### src/rtl/mem_bus_arbiter.sv
// Round-robin arbiter giving two requesters access to a two-bank async SRAM.
// Latency: ack at t+2+STROBE_CYC on a decode hit, t+1 on a decode miss.
// Backpressure: the losing requester is held off by withholding ack; the requester must hold req until ack.
module mem_bus_arbiter #(
    parameter int AW         = 32,
    parameter int DW         = 32,
    parameter int STROBE_CYC = 2
) (
    input  logic          clk,
    input  logic          nRESET,
    input  logic          req0,
    input  logic          req1,
    input  logic          we0,
    input  logic          we1,
    input  logic [AW-1:0] addr0,
    input  logic [AW-1:0] addr1,
    input  logic [DW-1:0] wdata0,
    input  logic [DW-1:0] wdata1,
    output logic          ack0,
    output logic          ack1,
    output logic          err,
    output logic [DW-1:0] rdata,
    output logic          busy,
    output logic [11:0]   mem_addr,
    output logic [DW-1:0] mem_wdata,
    input  logic [DW-1:0] mem_rdata,
    output logic          CE0_n,
    output logic          CE1_n,
    output logic          OE_n,
    output logic          WE_n
);

    typedef enum logic [2:0] {
        IDLE,
        SETUP,
        STROBE,
        HOLD,
        ERR
    } state_t;

    typedef struct packed {
        logic          we;
        logic [AW-1:0] addr;
        logic [DW-1:0] wdata;
    } req_t;

    localparam logic [19:0] BANK0_PAGE = 20'h10000;
    localparam logic [19:0] BANK1_PAGE = 20'h14000;
    localparam logic [3:0]  LAST_CNT   = 4'(STROBE_CYC - 1);

    state_t     state;
    logic [3:0] cnt;
    logic       pri;      // requester that wins when both ask
    logic       gnt;      // requester owning the current transaction
    logic       txn_we;

    logic       sel1;
    req_t       sel;
    logic [19:0] page;
    logic       hit0;
    logic       hit1;

    always_comb begin
        sel1 = req1 && (!req0 || pri);
        sel  = sel1 ? '{we: we1, addr: addr1, wdata: wdata1}
                    : '{we: we0, addr: addr0, wdata: wdata0};
        page = 20'(sel.addr >> 12);
        hit0 = (page == BANK0_PAGE);
        hit1 = (page == BANK1_PAGE);
    end

    // All strobes and acks are registered; the async reset releases the bus the instant nRESET falls.
    always_ff @(posedge clk or negedge nRESET) begin
        if (!nRESET) begin
            state     <= IDLE;
            cnt       <= '0;
            pri       <= 1'b0;
            gnt       <= 1'b0;
            txn_we    <= 1'b0;
            ack0      <= 1'b0;
            ack1      <= 1'b0;
            err       <= 1'b0;
            busy      <= 1'b0;
            rdata     <= '0;
            mem_addr  <= '0;
            mem_wdata <= '0;
            CE0_n     <= 1'b1;
            CE1_n     <= 1'b1;
            OE_n      <= 1'b1;
            WE_n      <= 1'b1;
        end else begin
            ack0 <= 1'b0;
            ack1 <= 1'b0;
            err  <= 1'b0;
            case (state)
                IDLE: begin
                    if (req0 || req1) begin
                        gnt       <= sel1;
                        txn_we    <= sel.we;
                        mem_addr  <= sel.addr[11:0];
                        mem_wdata <= sel.wdata;
                        busy      <= 1'b1;
                        if (hit0 || hit1) begin
                            state <= SETUP;
                            CE0_n <= !hit0;
                            CE1_n <= !hit1;
                        end else begin
                            state <= ERR;
                            ack0  <= !sel1;
                            ack1  <= sel1;
                            err   <= 1'b1;
                            rdata <= '0;
                        end
                    end
                end
                SETUP: begin
                    state <= STROBE;
                    cnt   <= '0;
                    OE_n  <= txn_we;
                    WE_n  <= !txn_we;
                end
                STROBE: begin
                    if (cnt == LAST_CNT) begin
                        state <= HOLD;
                        cnt   <= '0;
                        OE_n  <= 1'b1;
                        WE_n  <= 1'b1;
                        ack0  <= !gnt;
                        ack1  <= gnt;
                        if (!txn_we) begin
                            rdata <= mem_rdata;
                        end
                    end else begin
                        cnt <= cnt + 4'd1;
                    end
                end
                HOLD: begin
                    state <= IDLE;
                    CE0_n <= 1'b1;
                    CE1_n <= 1'b1;
                    busy  <= 1'b0;
                    pri   <= !gnt;
                end
                ERR: begin
                    state <= IDLE;
                    busy  <= 1'b0;
                    pri   <= !gnt;
                end
                default: begin
                    state <= IDLE;
                    busy  <= 1'b0;
                    CE0_n <= 1'b1;
                    CE1_n <= 1'b1;
                    OE_n  <= 1'b1;
                    WE_n  <= 1'b1;
                end
            endcase
        end
    end

endmodule
### config.mk
export PLATFORM = sky130hd
export DESIGN_NAME = mem_bus_arbiter
export DESIGN_NICKNAME = d
export VERILOG_FILES = /design/src/rtl/mem_bus_arbiter.sv
export SDC_FILE = /design/constraint.sdc
export NUM_CORES = 1
export LEC_CHECK = 0
export ABC_AREA = 1
export CORE_MARGIN = 1.5
export CORE_UTILIZATION = 43
export CTS_CLUSTER_DIAMETER = 40
export CTS_CLUSTER_SIZE = 20
export DETAILED_ROUTE_END_ITERATION = 10
export PLACE_DENSITY = 0.9
export SLEW_MARGIN = 20
export SYNTH_ARGS = -nofsm -noshare
export SYNTH_HDL_FRONTEND = slang
export SYNTH_SLANG_ARGS = --single-unit
### constraint.sdc
create_clock -name clk -period 4.2 [get_ports clk]
set_input_delay 0.63 -clock clk [delete_from_list [all_inputs] [get_ports clk]]
set_output_delay 0.63 -clock clk [all_outputs]
set_load 0.005 [all_outputs]
==> impl_metrics.csv, run 1 <==
group,metric,value,unit
outcome,status,"finished, final reports clean",
route,vias,5066,
die,die_h,108.0,um
flow_run,maxCapViolations,0,
die,coreArea,10790,um2
clock_network,cts.sinks,94,
die,ios,250,
timing,setup_tns,0,ns
clock_network,clk_pin_slew,0.08,ns
synthesis,synthesis.nets,794,
timing,min_period_over_period,66.35,%
synthesis,synth_edf_count,0,
die,die_area,11660,um2
finish,antenna_cells,0,
finish,fillCellCount,871,
synthesis,synth_xor_area_share,0.3697,%
clock_network,cts_root_buf,"clkbuf_8",
global_routing,grt_pass1_vias,4863,
synthesis,synth_top_family_by_area,"simple AND/OR/NAND/NOR gates",
worst_setup_path,required,4.48,ns
worst_setup_path,r2r_cells,9,
synthesis,synthAdderAreaFrac,0.5281,%
clock_network,ctsResizeCount,0,
placement,pre_cts_ws,1.064,ns
synthesis,yosys_register_bits,94,
synthesis,ys_seq_area_share,49.75,%
timing,rsz0062_at_grt,"no",
worst_setup_path,cp.arrival,3.07,ns
power,vdd_drop_max,226.3,uV
placement,dp_hpwl,10930,um
synthesis,synth_cells,626,
clock_network,htreeDepth,3,
worst_setup_path,start_kind,"input port",
route,drtIter0Drc,377,
power,power,2774,uW
timing,setup_slack,1.413,ns
synthesis,synth_cell_types,27,
hold_path,hold_class,"input port to asynchronous set/reset pin",
global_routing,grt.total_usage,26.22,%
worst_setup_path,crit_fanout,36,
synthesis,synth_area,4738,um2
timing,worstMarginPinSlew,0.9803,ns
synthesis,synth.area.top_cells,"dfrtp_1 48%, o21ai_0 13%, nor2_1 9.3%",
route,first_pass_iters,4,
finish,area_growth,58.54,%
placement,gp_congestion,0.9023,
clock_network,cts_setup_buffers,0,
die,initial_core_util,43.90,%
synthesis,yosys.area_share.simple,24.95,%
power,pwr_density_cell,369.3,nW/um2
worst_setup_path,worst-setup-path-type,"input port to register",
synthesis,yosys.area.top_type_share,47.53,%
timing,finalMaxSlewViolations,0,
route,wire_per_inst,15.23,um
global_routing,grt_pass1_wl,24010,um
placement,io_buffer_count,249,
timing,slew_headroom,34.64,%
timing,clock_skew,0.01438,ns
clock_network,cts_hold_buffers,0,
clock_network,clk_latency,0.36,ns
synthesis,yosysTopAreaCell,"dfrtp_1",
power,p_leak,0.003437,uW
timing,hold_viol_final,0,
synthesis,yosys.cell_count.top_type,"o21ai_0",
timing,fin_crit,2.787,ns
timing,setup_viol,0,
worst_setup_path,cp-end-kind,"register",
route,viasPerCell,5.066,
finish,drive_gt1_share,4.767,%
synthesis,syn_area_per_cell,7.569,um2
synthesis,synth_compound_area_share,16.40,%
synthesis,synthTopCellsByCount,"121 x o21ai_0, 117 x nor2_1, 105 x nand2_1, 90 x dfrtp_1, 53 x inv_1",
timing,max_freq,358.8,MHz
die,floorplan.rows,38,
global_routing,antenna_found_initial,0,
synthesis,async_flop_share,100.0,%
die,die_x,108.0,um
route,drc,0,
clock_network,cts_tree,"yes",
clock_network,clk_path_buf_depth,2,
synthesis,ys_warn_count,0,
route,drt.antenna.violating_nets,0,
global_routing,overflow,0,
global_routing,grt_max_degree,78,
route,totalWireLength,15230,um
synthesis,muxShareOfSynthArea,0,%
clock_network,numCtsBuffers,9,
synthesis,ys.flop_type,"dfrtp_1",
finish,layout.nets,1023,
power breakdown:
group	total, uW	switching (uW)	internal, uW
registers	1150	78.6	1080
clock network	661	310	351
logic	959	448	512
total	2770	836	1940
stage by stage:
step	std cells	cell area (um2)	util (%)	hold WS, ns
5_1_grt	1000	7512	69.60	0.4895
3_3_place_gp	984	7297	67.61	0.4502
4_1_cts	1000	7512	69.60	0.4549
2_1_floorplan	626	4738	-	0.3344
6_report	1000	7512	69.60	0.4286
3_5_place_dp	984	7297	67.61	0.4604
placed cells by master (no fill, tap or decap):
master             n
clkinv_2           2
clkbuf_1           2
xnor2_1            1
nand3_4            1
nor2_1           116
inv_1             53
a21oi_1            5
xor2_1             1
dfstp_2            4
nand3b_1           1
clkinv_1           1
o21ai_0          121
dfrtp_1           90
nor2_4             2
buf_4              8
ha_1               2
bufinv_16          2
a21boi_4           1
or2_2              2
clkdlybuf4s50_1  248
nor2_2             1
nand3_1           45
nand2_1          105
o21ai_1           18
a211oi_1           1
o22ai_1            6
nand3_2            2
inv_2              2
clkbuf_8          10
nand4_1            3
nand2_2            4
path summary, 6_finish.rpt:
kind,startpoint,to,slack [ns]
min in group clk,CE0_n,CE0_n,0.47
min,nRESET,mem_wdata[22],0.43
max,req1,rdata[27],1.41
max reg2reg,state[0],rdata[27],1.53
min reg2reg,CE0_n,CE0_n,0.47
max in group asynchronous,nRESET,rdata[19],2.92
cells by family (layout without fill, tap and decap cells):
kind of cell               after synthesis  after routing
and+or+nand+nor                        282            282
AOI/OAI and AO/OA                      152            152
adders and majority gates                2              2
xor gates and xnor gates                 2              2
DFF                                     94             94
buffers and inverters                   94            328
final cells by class:
type                    count  area, um2  share of cell area [%]
repair buffers            256       2542                   33.84
flip-flops and latches     94       2357                   31.38
multi-input cells         438       2012                   26.78
inverters                  56      210.2                   2.798
well taps                 140      175.2                   2.332
clock buffers              12      145.1                   1.932
clock inverters             4      70.07                  0.9327
routing by layer:
metal	GRT usage, %	routed length (um)
met1	31.16	5820
met2	46.29	7945
met3	5.184	992
met4	10.90	473
met5	0	0
flip-flops by register name (all words and copies together), names as in the netlist, 3 cells and up:
register	flops
cnt	4
mem_wdata	32
state	3
mem_addr	12
rdata	32
critical path, cell delays in order:
cell and delay [ns]:
clkdlybuf4s50_1 0.63, a21boi_4 0.30, nor2_1 0.06, nand2_1 0.06, nand2_1 0.08, nand3_2 0.11, nand3_4 0.35, nand2_2 0.62
nand2_1 0.12, nand2_1 0.10
(Power assumes the default switching activity.)
==> run 2: changes to the inputs <==
--- a/config.mk
+++ b/config.mk
@@ -7,11 +7,11 @@
 export LEC_CHECK = 0
 export ABC_AREA = 1
 export CORE_MARGIN = 1.5
-export CORE_UTILIZATION = 43
+export CORE_UTILIZATION = 40
 export CTS_CLUSTER_DIAMETER = 40
 export CTS_CLUSTER_SIZE = 20
 export DETAILED_ROUTE_END_ITERATION = 10
-export PLACE_DENSITY = 0.9
+export PLACE_DENSITY = 0.84
 export SLEW_MARGIN = 20
 export SYNTH_ARGS = -nofsm -noshare
 export SYNTH_HDL_FRONTEND = slang
==> constraint.sdc (replaced) <==
create_clock -name clk -period 2.8 [get_ports clk]
set_input_delay 0.42 -clock clk [delete_from_list [all_inputs] [get_ports clk]]
set_output_delay 0.42 -clock clk [all_outputs]
set_load 0.005 [all_outputs]
==> run 2 against run 1 <==
Combinational power is 51% higher. Clock power is 92% higher. Non-clock buffer count is 1 higher. Sequential cell count stayed put. Global-route usage is 1.8 points lower. Cell count is 0.40% higher. Design area is 1.6% higher. First-iteration DRC count is 37% lower. Largest power group unchanged. Highest routed layer unchanged.
==> impl_metrics.csv, run 2 (synthesized netlist as in run 1, its figures left out) <==
group,metric,value,unit
route,drtIter0Drc,237,
outcome,status,"finished, final reports clean",
clock_network,cts_setup_buffers,0,
timing,finalMaxSlewViolations,0,
power,combPwrFrac,32.6,%
clock_network,htreeDepth,3,
global_routing,antenna_found_initial,0,
route,viasPerCell,5.043,
worst_setup_path,cp-end-kind,"register",
worst_setup_path,ff2ff_setup_slack,0.52,ns
timing,hold_viol_final,0,
power,swShare,29.64,%
placement,gp_congestion,0.8799,
clock_network,clk_latency,0.33,ns
global_routing,grt_max_degree,54,
route,totalWireLength,15230,um
clock_network,cts_root_buf,"clkbuf_16",
worst_setup_path,r2r_start,"state[0]",
global_routing,grt_pass1_wl,24660,um
clock_network,cts.sinks,94,
die,ios,250,
die,floorplan.rows,39,
timing,max_freq,438.3,MHz
clock_network,ctsResizeCount,0,
placement,io_buffer_count,249,
timing,rsz0062_at_grt,"no",
finish,top_regs,"mem_wdata x32, rdata x32, mem_addr x12",
clock_network,clk_path_buf_depth,2,
die,die_area,12510,um2
route,drt.antenna.violating_nets,0,
timing,setup_tns,0,ns
placement,pre_cts_ws,0.2530,ns
finish,layout.nets,1024,
die,die_x,111.8,um
worst_setup_path,start_kind,"register",
finish,drive_gt1_share,4.994,%
power,power_frac_seq,39.0,%
worst_setup_path,r2r_end,"mem_wdata[14]",
placement,dp_cells,988,
worst_setup_path,required,3.05,ns
flow_run,maxCapViolations,0,
route,wire_per_inst,15.17,um
power,vdd_drop_max,330.3,uV
die,initial_core_util,41.32,%
finish,final_common_cell,"clkdlybuf4s50_1",
worst_setup_path,r2r_cells,8,
finish,antenna_cells,0,
clock_network,clk_pin_slew,0.07,ns
route,first_pass_iters,5,
timing,slew_headroom,48.93,%
global_routing,grt_pass1_vias,4987,
route,drc,0,
die,coreArea,11470,um2
placement,dp_hpwl,10750,um
finish,layout_common_cells,"248 x clkdlybuf4s50_1, 121 x o21ai_0, 116 x nor2_1",
timing,setup_slack,0.5185,ns
timing,setup_viol,0,
finish,area_growth,61.08,%
global_routing,overflow,0,
power,p_sw,1320,uW
clock_network,cts_tree,"yes",
die,die_h,111.8,um
worst_setup_path,cp.arrival,2.54,ns
clock_network,cts_hold_buffers,0,
timing,worstMarginPinSlew,0.7650,ns
power,p_leak,0.003485,uW
finish,final_cells,1004,
clock_network,numCtsBuffers,9,
route,vias,5063,
power,p_clk_share,28.5,%
global_routing,grt.total_usage,24.39,%
power,power.internal,3135,uW
worst_setup_path,crit_fanout,49,
timing,min_period_over_period,81.48,%
worst_setup_path,worst-setup-path-type,"register to register",
timing,clock_skew,0.007941,ns
hold_path,hold_class,"input port to asynchronous set/reset pin",
timing,fin_crit,2.281,ns
finish,final_core_util,66.56,%
power,pwr_density_cell,583.8,nW/um2
## run 2: cell count changes in the layout (fill, tap and decap cells not counted)
cell	delta
clkbuf_1	-1
clkinvlp_4	+1
buf_12	+1
clkinv_2	-2
clkbuf_8	-8
clkbuf_16	+9
bufinv_16	-1
inv_6	+1
clkinv_4	+1
## run 2: layout make-up
class,count,area [um2]
inverter,56,210.2
sequential,94,2357
timing repair buffer,257,2562
tap,143,178.9
clock buffer,12,256.5
fill,980,3835
clock inverter,4,55.05
multi-input combinational,438,2012
## run 2: stage by stage
| stage | hold slack, ns | power (uW) | cell area (um2) |
|---|---|---|---|
| 2_1_floorplan | 0.1244 | 2312 | 4738 |
| 3_3_place_gp | 0.4463 | 3187 | 7321 |
| 3_5_place_dp | 0.4495 | 3213 | 7321 |
| 4_1_cts | 0.08817 | 4492 | 7632 |
| 5_1_grt | 0.1006 | 4716 | 7632 |
| 6_report | 0.06427 | 4456 | 7632 |
## run 2: power groups by stage
stage,clock [uW],sequential [uW],combinational (uW)
after floorplan,0,1770,540
after global placement,0,1750,1440
after detailed placement,0,1760,1450
after CTS,1300,1740,1460
after global routing,1350,1770,1600
final,1270,1740,1450
## run 2: metal layers
layer / vias to the layer above / GRT usage [%] / routed length [um] / part of all wire [%]
met2: 192 / 41.22 / 7459 / 49
li1: 2476 / - / - / -
met3: 46 / 4.083 / 866 / 5.7
met4: 0 / 12.24 / 646 / 4.2
met5: - / 0 / 0 / 0
met1: 2349 / 30.21 / 6261 / 41
## run 2: critical path, cell delays in order (launching register included)
cell	delay, ns
dfrtp_1	0.39
nor2_1	0.21
inv_2	0.09
nor2_4	0.15
inv_2	0.31
nor2_4	0.23
buf_4	0.41
o21ai_0	0.23
o21ai_1	0.17
## run 2: worst max-delay path by stage
stage	startpoint	to	slack (ns)
2_1_floorplan	req1	rdata[0]	1.16
3_3_place_gp	req1	rdata[22]	0.34
3_5_place_dp	req1	rdata[6]	0.25
4_1_cts	state[0]	mem_wdata[5]	0.50
5_1_grt	state[2]	mem_wdata[5]	0.28
6_report	state[0]	mem_wdata[14]	0.52
